**src/rtl/npc_ctrl_fsm_if.sv**
```systemverilog
// Fetch and data-memory handshake bundle between the NPC sequencer and the memory side.
// The sequencer is the master: it issues requests and the memory side returns ack/data.
interface npc_ctrl_fsm_if #(
    parameter int XLEN = 64
);
    logic            ifu_req;
    logic [XLEN-1:0] ifu_addr;
    logic            ifu_ack;
    logic [31:0]     ifu_rdata;
    logic            lsu_req;
    logic            lsu_we;
    logic            lsu_ack;

    modport master (
        output ifu_req, ifu_addr, lsu_req, lsu_we,
        input  ifu_ack, ifu_rdata, lsu_ack
    );

    modport slave (
        input  ifu_req, ifu_addr, lsu_req, lsu_we,
        output ifu_ack, ifu_rdata, lsu_ack
    );
endinterface

```
**src/rtl/npc_ctrl_fsm.sv**
```systemverilog
// Multi-cycle sequencer for the single-issue RV64 NPC core: owns the PC, fetches and
// latches one instruction at a time, and steps the execute/store/writeback phases.
//
// state    | meaning
// ---------+--------------------------------------------------------------
// S_IDLE   | one cycle after reset release
// S_FETCH  | ifu_req high, waiting for ifu_ack (timeout -> halt 11)
// S_DECODE | check illegal / ebreak / misaligned jump
// S_EXEC   | ALU settles; stores go to S_MEM, everything else to S_WB
// S_MEM    | lsu_req high, waiting for lsu_ack (timeout -> halt 11)
// S_WB     | rf_wen pulse, PC update, instret increment
// S_HALT   | sticky stop, left only through reset
module npc_ctrl_fsm #(
    parameter int              XLEN     = 64,
    parameter logic [XLEN-1:0] RESET_PC = 'h8000_0000,
    parameter int              TIMEOUT  = 255
) (
    input  logic            clk,
    input  logic            rst_n,
    npc_ctrl_fsm_if.master  bus,
    output logic [31:0]     inst_o,
    input  logic            dec_reg_wen_i,
    input  logic            dec_mem_wen_i,
    input  logic            dec_is_jal_i,
    input  logic            dec_is_ebreak_i,
    input  logic            dec_inst_not_ipl_i,
    input  logic [XLEN-1:0] br_target_i,
    output logic            rf_wen_o,
    output logic [XLEN-1:0] pc_o,
    output logic [63:0]     instret_o,
    output logic            halt_o,
    output logic [1:0]      halt_code_o
);
    typedef enum logic [2:0] {
        S_IDLE, S_FETCH, S_DECODE, S_EXEC, S_MEM, S_WB, S_HALT
    } state_e;

    // last wait count before giving up; the counter is 8 bits wide
    localparam logic [7:0] WAIT_LAST = 8'(TIMEOUT - 1);

    state_e          state_q, state_d;
    logic [7:0]      wait_q, wait_d;
    logic [1:0]      halt_code_q, halt_code_d;
    logic [XLEN-1:0] pc_q, pc_d;
    logic [31:0]     inst_q, inst_d;
    logic [63:0]     instret_q, instret_d;

    always_ff @(posedge clk or negedge rst_n) begin
        if (!rst_n) begin
            state_q     <= S_IDLE;
            wait_q      <= 8'd0;
            halt_code_q <= 2'b00;
            pc_q        <= RESET_PC;
            inst_q      <= 32'd0;
            instret_q   <= 64'd0;
        end else begin
            state_q     <= state_d;
            wait_q      <= wait_d;
            halt_code_q <= halt_code_d;
            pc_q        <= pc_d;
            inst_q      <= inst_d;
            instret_q   <= instret_d;
        end
    end

    always_comb begin
        state_d     = state_q;
        halt_code_d = halt_code_q;
        case (state_q)
            S_IDLE:   state_d = S_FETCH;
            S_FETCH: begin
                if (bus.ifu_ack) begin
                    state_d = S_DECODE;
                end else if (wait_q == WAIT_LAST) begin
                    state_d     = S_HALT;
                    halt_code_d = 2'b11;
                end
            end
            S_DECODE: begin
                if (dec_inst_not_ipl_i) begin
                    state_d     = S_HALT;
                    halt_code_d = 2'b10;
                end else if (dec_is_ebreak_i) begin
                    state_d     = S_HALT;
                    halt_code_d = 2'b01;
                end else if (dec_is_jal_i && (br_target_i[1:0] != 2'b00)) begin
                    state_d     = S_HALT;
                    halt_code_d = 2'b10;
                end else begin
                    state_d = S_EXEC;
                end
            end
            S_EXEC:   state_d = dec_mem_wen_i ? S_MEM : S_WB;
            S_MEM: begin
                if (bus.lsu_ack) begin
                    state_d = S_WB;
                end else if (wait_q == WAIT_LAST) begin
                    state_d     = S_HALT;
                    halt_code_d = 2'b11;
                end
            end
            S_WB:     state_d = S_FETCH;
            S_HALT:   state_d = S_HALT;
            default:  state_d = S_IDLE;
        endcase

        // counter only runs while parked in a waiting state; any state entry clears it
        wait_d = 8'd0;
        if ((state_q == S_FETCH || state_q == S_MEM) && state_d == state_q) begin
            wait_d = wait_q + 8'd1;
        end
    end

    always_comb begin
        pc_d      = pc_q;
        inst_d    = inst_q;
        instret_d = instret_q;
        if (state_q == S_FETCH && bus.ifu_ack) begin
            inst_d = bus.ifu_rdata;
        end
        if (state_q == S_WB) begin
            pc_d      = dec_is_jal_i ? br_target_i : pc_q + XLEN'(4);
            instret_d = instret_q + 64'd1;
        end
    end

    always_comb begin
        bus.ifu_req = 1'b0;
        bus.lsu_req = 1'b0;
        bus.lsu_we  = 1'b0;
        rf_wen_o    = 1'b0;
        halt_o      = 1'b0;
        case (state_q)
            S_FETCH: bus.ifu_req = 1'b1;
            S_MEM: begin
                bus.lsu_req = 1'b1;
                bus.lsu_we  = dec_mem_wen_i;
            end
            S_WB:    rf_wen_o = dec_reg_wen_i;
            S_HALT:  halt_o   = 1'b1;
            default: ;
        endcase
    end

    assign bus.ifu_addr = pc_q;
    assign pc_o         = pc_q;
    assign inst_o       = inst_q;
    assign instret_o    = instret_q;
    assign halt_code_o  = halt_code_q;
endmodule
```
**src/flat_wrapper.sv**
```systemverilog
// flat-port wrapper written by rule: the top's interface ports become plain ports
module npc_ctrl_fsm_flat 
#(
    parameter int              XLEN     = 64,
    parameter logic [XLEN-1:0] RESET_PC = 'h8000_0000,
    parameter int              TIMEOUT  = 255
)
  (clk, rst_n, inst_o, dec_reg_wen_i, dec_mem_wen_i, dec_is_jal_i, dec_is_ebreak_i, dec_inst_not_ipl_i, br_target_i, rf_wen_o, pc_o, instret_o, halt_o, halt_code_o, bus_ifu_req, bus_ifu_addr, bus_lsu_req, bus_lsu_we, bus_ifu_ack, bus_ifu_rdata, bus_lsu_ack);
  npc_ctrl_fsm_if #(.XLEN(XLEN)) bus_i ();
  input  logic clk;
  input  logic rst_n;
  output logic [31:0] inst_o;
  input  logic dec_reg_wen_i;
  input  logic dec_mem_wen_i;
  input  logic dec_is_jal_i;
  input  logic dec_is_ebreak_i;
  input  logic dec_inst_not_ipl_i;
  input  logic [XLEN-1:0] br_target_i;
  output logic rf_wen_o;
  output logic [XLEN-1:0] pc_o;
  output logic [63:0] instret_o;
  output logic halt_o;
  output logic [1:0] halt_code_o;
  output wire logic [$bits(bus_i.ifu_req)-1:0] bus_ifu_req;
  output wire logic [$bits(bus_i.ifu_addr)-1:0] bus_ifu_addr;
  output wire logic [$bits(bus_i.lsu_req)-1:0] bus_lsu_req;
  output wire logic [$bits(bus_i.lsu_we)-1:0] bus_lsu_we;
  input wire logic [$bits(bus_i.ifu_ack)-1:0] bus_ifu_ack;
  input wire logic [$bits(bus_i.ifu_rdata)-1:0] bus_ifu_rdata;
  input wire logic [$bits(bus_i.lsu_ack)-1:0] bus_lsu_ack;
  assign bus_ifu_req = bus_i.ifu_req;
  assign bus_ifu_addr = bus_i.ifu_addr;
  assign bus_lsu_req = bus_i.lsu_req;
  assign bus_lsu_we = bus_i.lsu_we;
  assign bus_i.ifu_ack = bus_ifu_ack;
  assign bus_i.ifu_rdata = bus_ifu_rdata;
  assign bus_i.lsu_ack = bus_lsu_ack;
  npc_ctrl_fsm #(.XLEN(XLEN), .RESET_PC(RESET_PC), .TIMEOUT(TIMEOUT)) u_core (.clk(clk), .rst_n(rst_n), .bus(bus_i), .inst_o(inst_o), .dec_reg_wen_i(dec_reg_wen_i), .dec_mem_wen_i(dec_mem_wen_i), .dec_is_jal_i(dec_is_jal_i), .dec_is_ebreak_i(dec_is_ebreak_i), .dec_inst_not_ipl_i(dec_inst_not_ipl_i), .br_target_i(br_target_i), .rf_wen_o(rf_wen_o), .pc_o(pc_o), .instret_o(instret_o), .halt_o(halt_o), .halt_code_o(halt_code_o));
endmodule
```
**config.mk**
```make
export PLATFORM = sky130hd
export DESIGN_NAME = npc_ctrl_fsm_flat
export DESIGN_NICKNAME = d
export VERILOG_FILES = /design/src/rtl/npc_ctrl_fsm_if.sv /design/src/rtl/npc_ctrl_fsm.sv /design/src/flat_wrapper.sv
export SDC_FILE = /design/constraint.sdc
export NUM_CORES = 1
export LEC_CHECK = 0
export CAP_MARGIN = 20
export CORE_ASPECT_RATIO = 0.9
export CORE_MARGIN = 10
export CORE_UTILIZATION = 41
export CTS_CLUSTER_DIAMETER = 30
export DETAILED_ROUTE_END_ITERATION = 10
export GPL_ROUTABILITY_DRIVEN = 0
export PLACE_DENSITY_LB_ADDON = 0.15
export SLEW_MARGIN = 20
export SYNTH_ARGS = -nofsm -noshare
export SYNTH_HDL_FRONTEND = slang
export SYNTH_SLANG_ARGS = --single-unit
```
**constraint.sdc**
```tcl
create_clock -name clk -period 2.3 [get_ports clk]
set_input_delay 0.345 -clock clk [delete_from_list [all_inputs] [get_ports clk]]
set_output_delay 0.345 -clock clk [all_outputs]
set_load 0.1 [all_outputs]
```
==> reports/results.ini <==
[timing]
period_share_pct = 97.3
whs_ns = 0.302
max_freq_mhz = 447
worst_slack_ns = 0.0621
setup_tns_ns = 0
worst_slew_pin_slew_ns = 0.518
period_needed_ns = 2.24
setup_viol = 0
finalHoldViolCount = 0
worst_clock_skew_ns = 0.0151
rsz0062_at_grt = true
final_max_slew_viol_count = 0
max_slew_margin_pct = 65.5

[place]
dp_hpwl_um = 23600
pre_cts_ws_ns = 0.0360
io_buffers = 335
placedCellCount = 1562

[hold_path]
whs_path_depth = 3
hp-start = dec_is_jal_i
hold_class = in -> reg

[logic_synthesis]
synth_edf_count = 0
yosys_most_used_dff = dfrtp_1
syn_area_sq_um = 9360
yosys.area.top_type = dfrtp_1
synth-seq-area-share_pct = 46.3
syn_avg_cell_area_sq_um = 9.48
synth-seq-cells = 173
synth.distinct_cells = 58
async_reset_ff_share_pct = 100
synth_warnings = 0
netlist_top_cells_area = dfrtp_1 46%, buf_4 5.1%, nand3_1 4.5%
synthesis.nets = 1096
yosys.area.top_type_share_pct = 46.0
yosysMostFrequentCell = dfrtp_1
netlist_top_cells_count = 172 x dfrtp_1, 86 x nand2_1, 85 x nand3_1
synthCells = 987

[global_route]
gr-usage-all-layers_pct = 20.8
grt_antenna_before_repair = 1
overflow = 0
grt_first_pass_wirelength_um = 48600
grt_pass1_vias = 8423
grt_max_degree = 88

[layout]
fin_nets = 1396
multiInputGateArea_sq_um = 4520
fillers = 1936
area_delta_synth_final_pct = 44.2
seq_area_sq_um = 4570
drive_gt1_share_pct = 38.2
final_cells = 1598

[run_status]
status = finished clean

[worst_setup_path]
cpPeakStageDelay_ns = 0.38
crit_path_start_kind = flip-flop
path_buf_inv = 2
cp-end-kind = primary output
crit_arrival_ns = 1.89
critical-path-top-delay-family = simple AND/OR/NAND/NOR gates
crit_chain = and3b_4 -> buf_16 -> and2_4 -> buf_12
critical_path_class = reg -> out
reg2reg_depth = 8
required_ns = 1.96
crit_start = u_core.state_q[1]
r2r_start = u_core.bus.ifu_addr[3]
crit_cells = 4
worstPathMaxFanout = 87
cp_slowest_cell = dfrtp_1

[clocking]
clkTransAtPathRegs_ns = 0.07
cts-root-buf = clkbuf_16
cts_tree = done
cts_made_buffers = 17
cts.sinks = 173
ctsLongestPathBuffers = 2
clk-insertion-delay-late_ns = 0.43
cts.htree.levels = 4

[route]
detail_route.first_pass.iterations = 5
wire_per_inst_um = 19.5
drc = 0
drt-vias-per-instance = 5.37
vias = 8587
drtIter0Drc = 773
wirelength_um = 31100
ant_nets = 0

[floorplan]
dieHeight_um = 163
row_count = 52
boundaryPins = 336
die_w_um = 179
placeableCoreArea_sq_um = 22400
design.die.area_sq_um = 29300
start_util_pct = 41.7

[run]
maxCapViolCount = 0

## stage by stage
stage | utilization (%) | area, sq um
final | 60.1 | 13500
after global routing | 60.1 | 13500
after CTS | 59.9 | 13400
after detailed placement | 57.3 | 12900
after global placement | 57.3 | 12900
after floorplan | - | 9810
## flip-flops by register name, indices dropped and copies added, names as in the netlist
register and cells:
u_core.instret_o 64, u_core.state_q 3, u_core.wait_q 8, u_core.bus.ifu_addr 64, u_core.inst_o 32, u_core.halt_code_o 2
## worst register-to-register path: stages (launching register included)
cell     delay (ns)
dfrtp_4        0.42
ha_4           0.17
nand3_4        0.08
or4_4          0.46
nor3_4         0.17
buf_12         0.16
nand4_1        0.11
or4_1          0.49
nand3_1        0.08
## timing repair
action                     4_1_cts  5_1_grt
hold buffers                     1        0
setup endpoints to repair        0        6
buffers inserted                 0        2
gates resized for setup          0        6
hold endpoints to repair        45        0
## cells in the final DEF (no fill, tap or decap), types with 4 or more instances in the layout
cell type	n
nor2b_1	6
a22oi_1	10
inv_1	14
nand2_1	85
mux2i_1	21
nand3_1	82
buf_12	13
mux2_2	34
or3_1	6
clkbuf_16	17
buf_4	273
a31oi_1	11
dfrtp_4	46
nor2_1	72
dfrtp_1	72
nor4_4	4
nand4_1	36
nor4_1	6
a211oi_1	6
nor3_1	27
a21oi_1	39
xor2_1	22
and3_1	26
dfrtp_2	54
and4_1	15
nor3_2	6
xnor2_1	47
clkdlybuf4s50_1	102
o21ai_0	18
o22ai_1	40
## path summary, 6_finish.rpt
kind	end	slack, ns
worst max register to register	u_core.bus.ifu_addr[36]	0.11
max in group asynchronous	u_core.instret_o[8]	1.17
min in group asynchronous	u_core.bus.ifu_addr[17]	0.42
worst min register to register	u_core.instret_o[21]	0.48
worst min-delay path	u_core.bus.ifu_addr[50]	0.30
worst max-delay path	rf_wen_o	0.06
## cell families (layout without fill, tap and decap cells)
kind of cell | Yosys count | after routing | share of synthesized area (%)
other cells | 0 | 1 | 0
mux | 56 | 56 | 6.46
buf+inv | 126 | 439 | 7.67
fa+ha+maj | 4 | 4 | 0.535
flops | 173 | 173 | 46.3
simple gates | 409 | 409 | 22.5
compound gates | 150 | 150 | 10.1
xor+xnor | 69 | 69 | 6.46
## metal layers
layer	track usage, %	up-vias	wire [um]
li1	-	4104	-
met1	27.6	4184	13400
met2	33.1	278	14900
met3	5.79	21	2490
met4	4.21	0	342
met5	0	-	0
## layout make-up
cell class,count,area share (%)
antenna,1,0.0185
timing repair buffer,393,25.2
clock buffer,18,3.18
tap,297,2.75
inverter,14,0.389
multi-input combinational,688,33.5
sequential,173,33.9
clock inverter,14,1.11
Power is left out: the tool's default activity adds up to more than one toggle a clock period on the data nets, which glitch-free logic cannot reach.
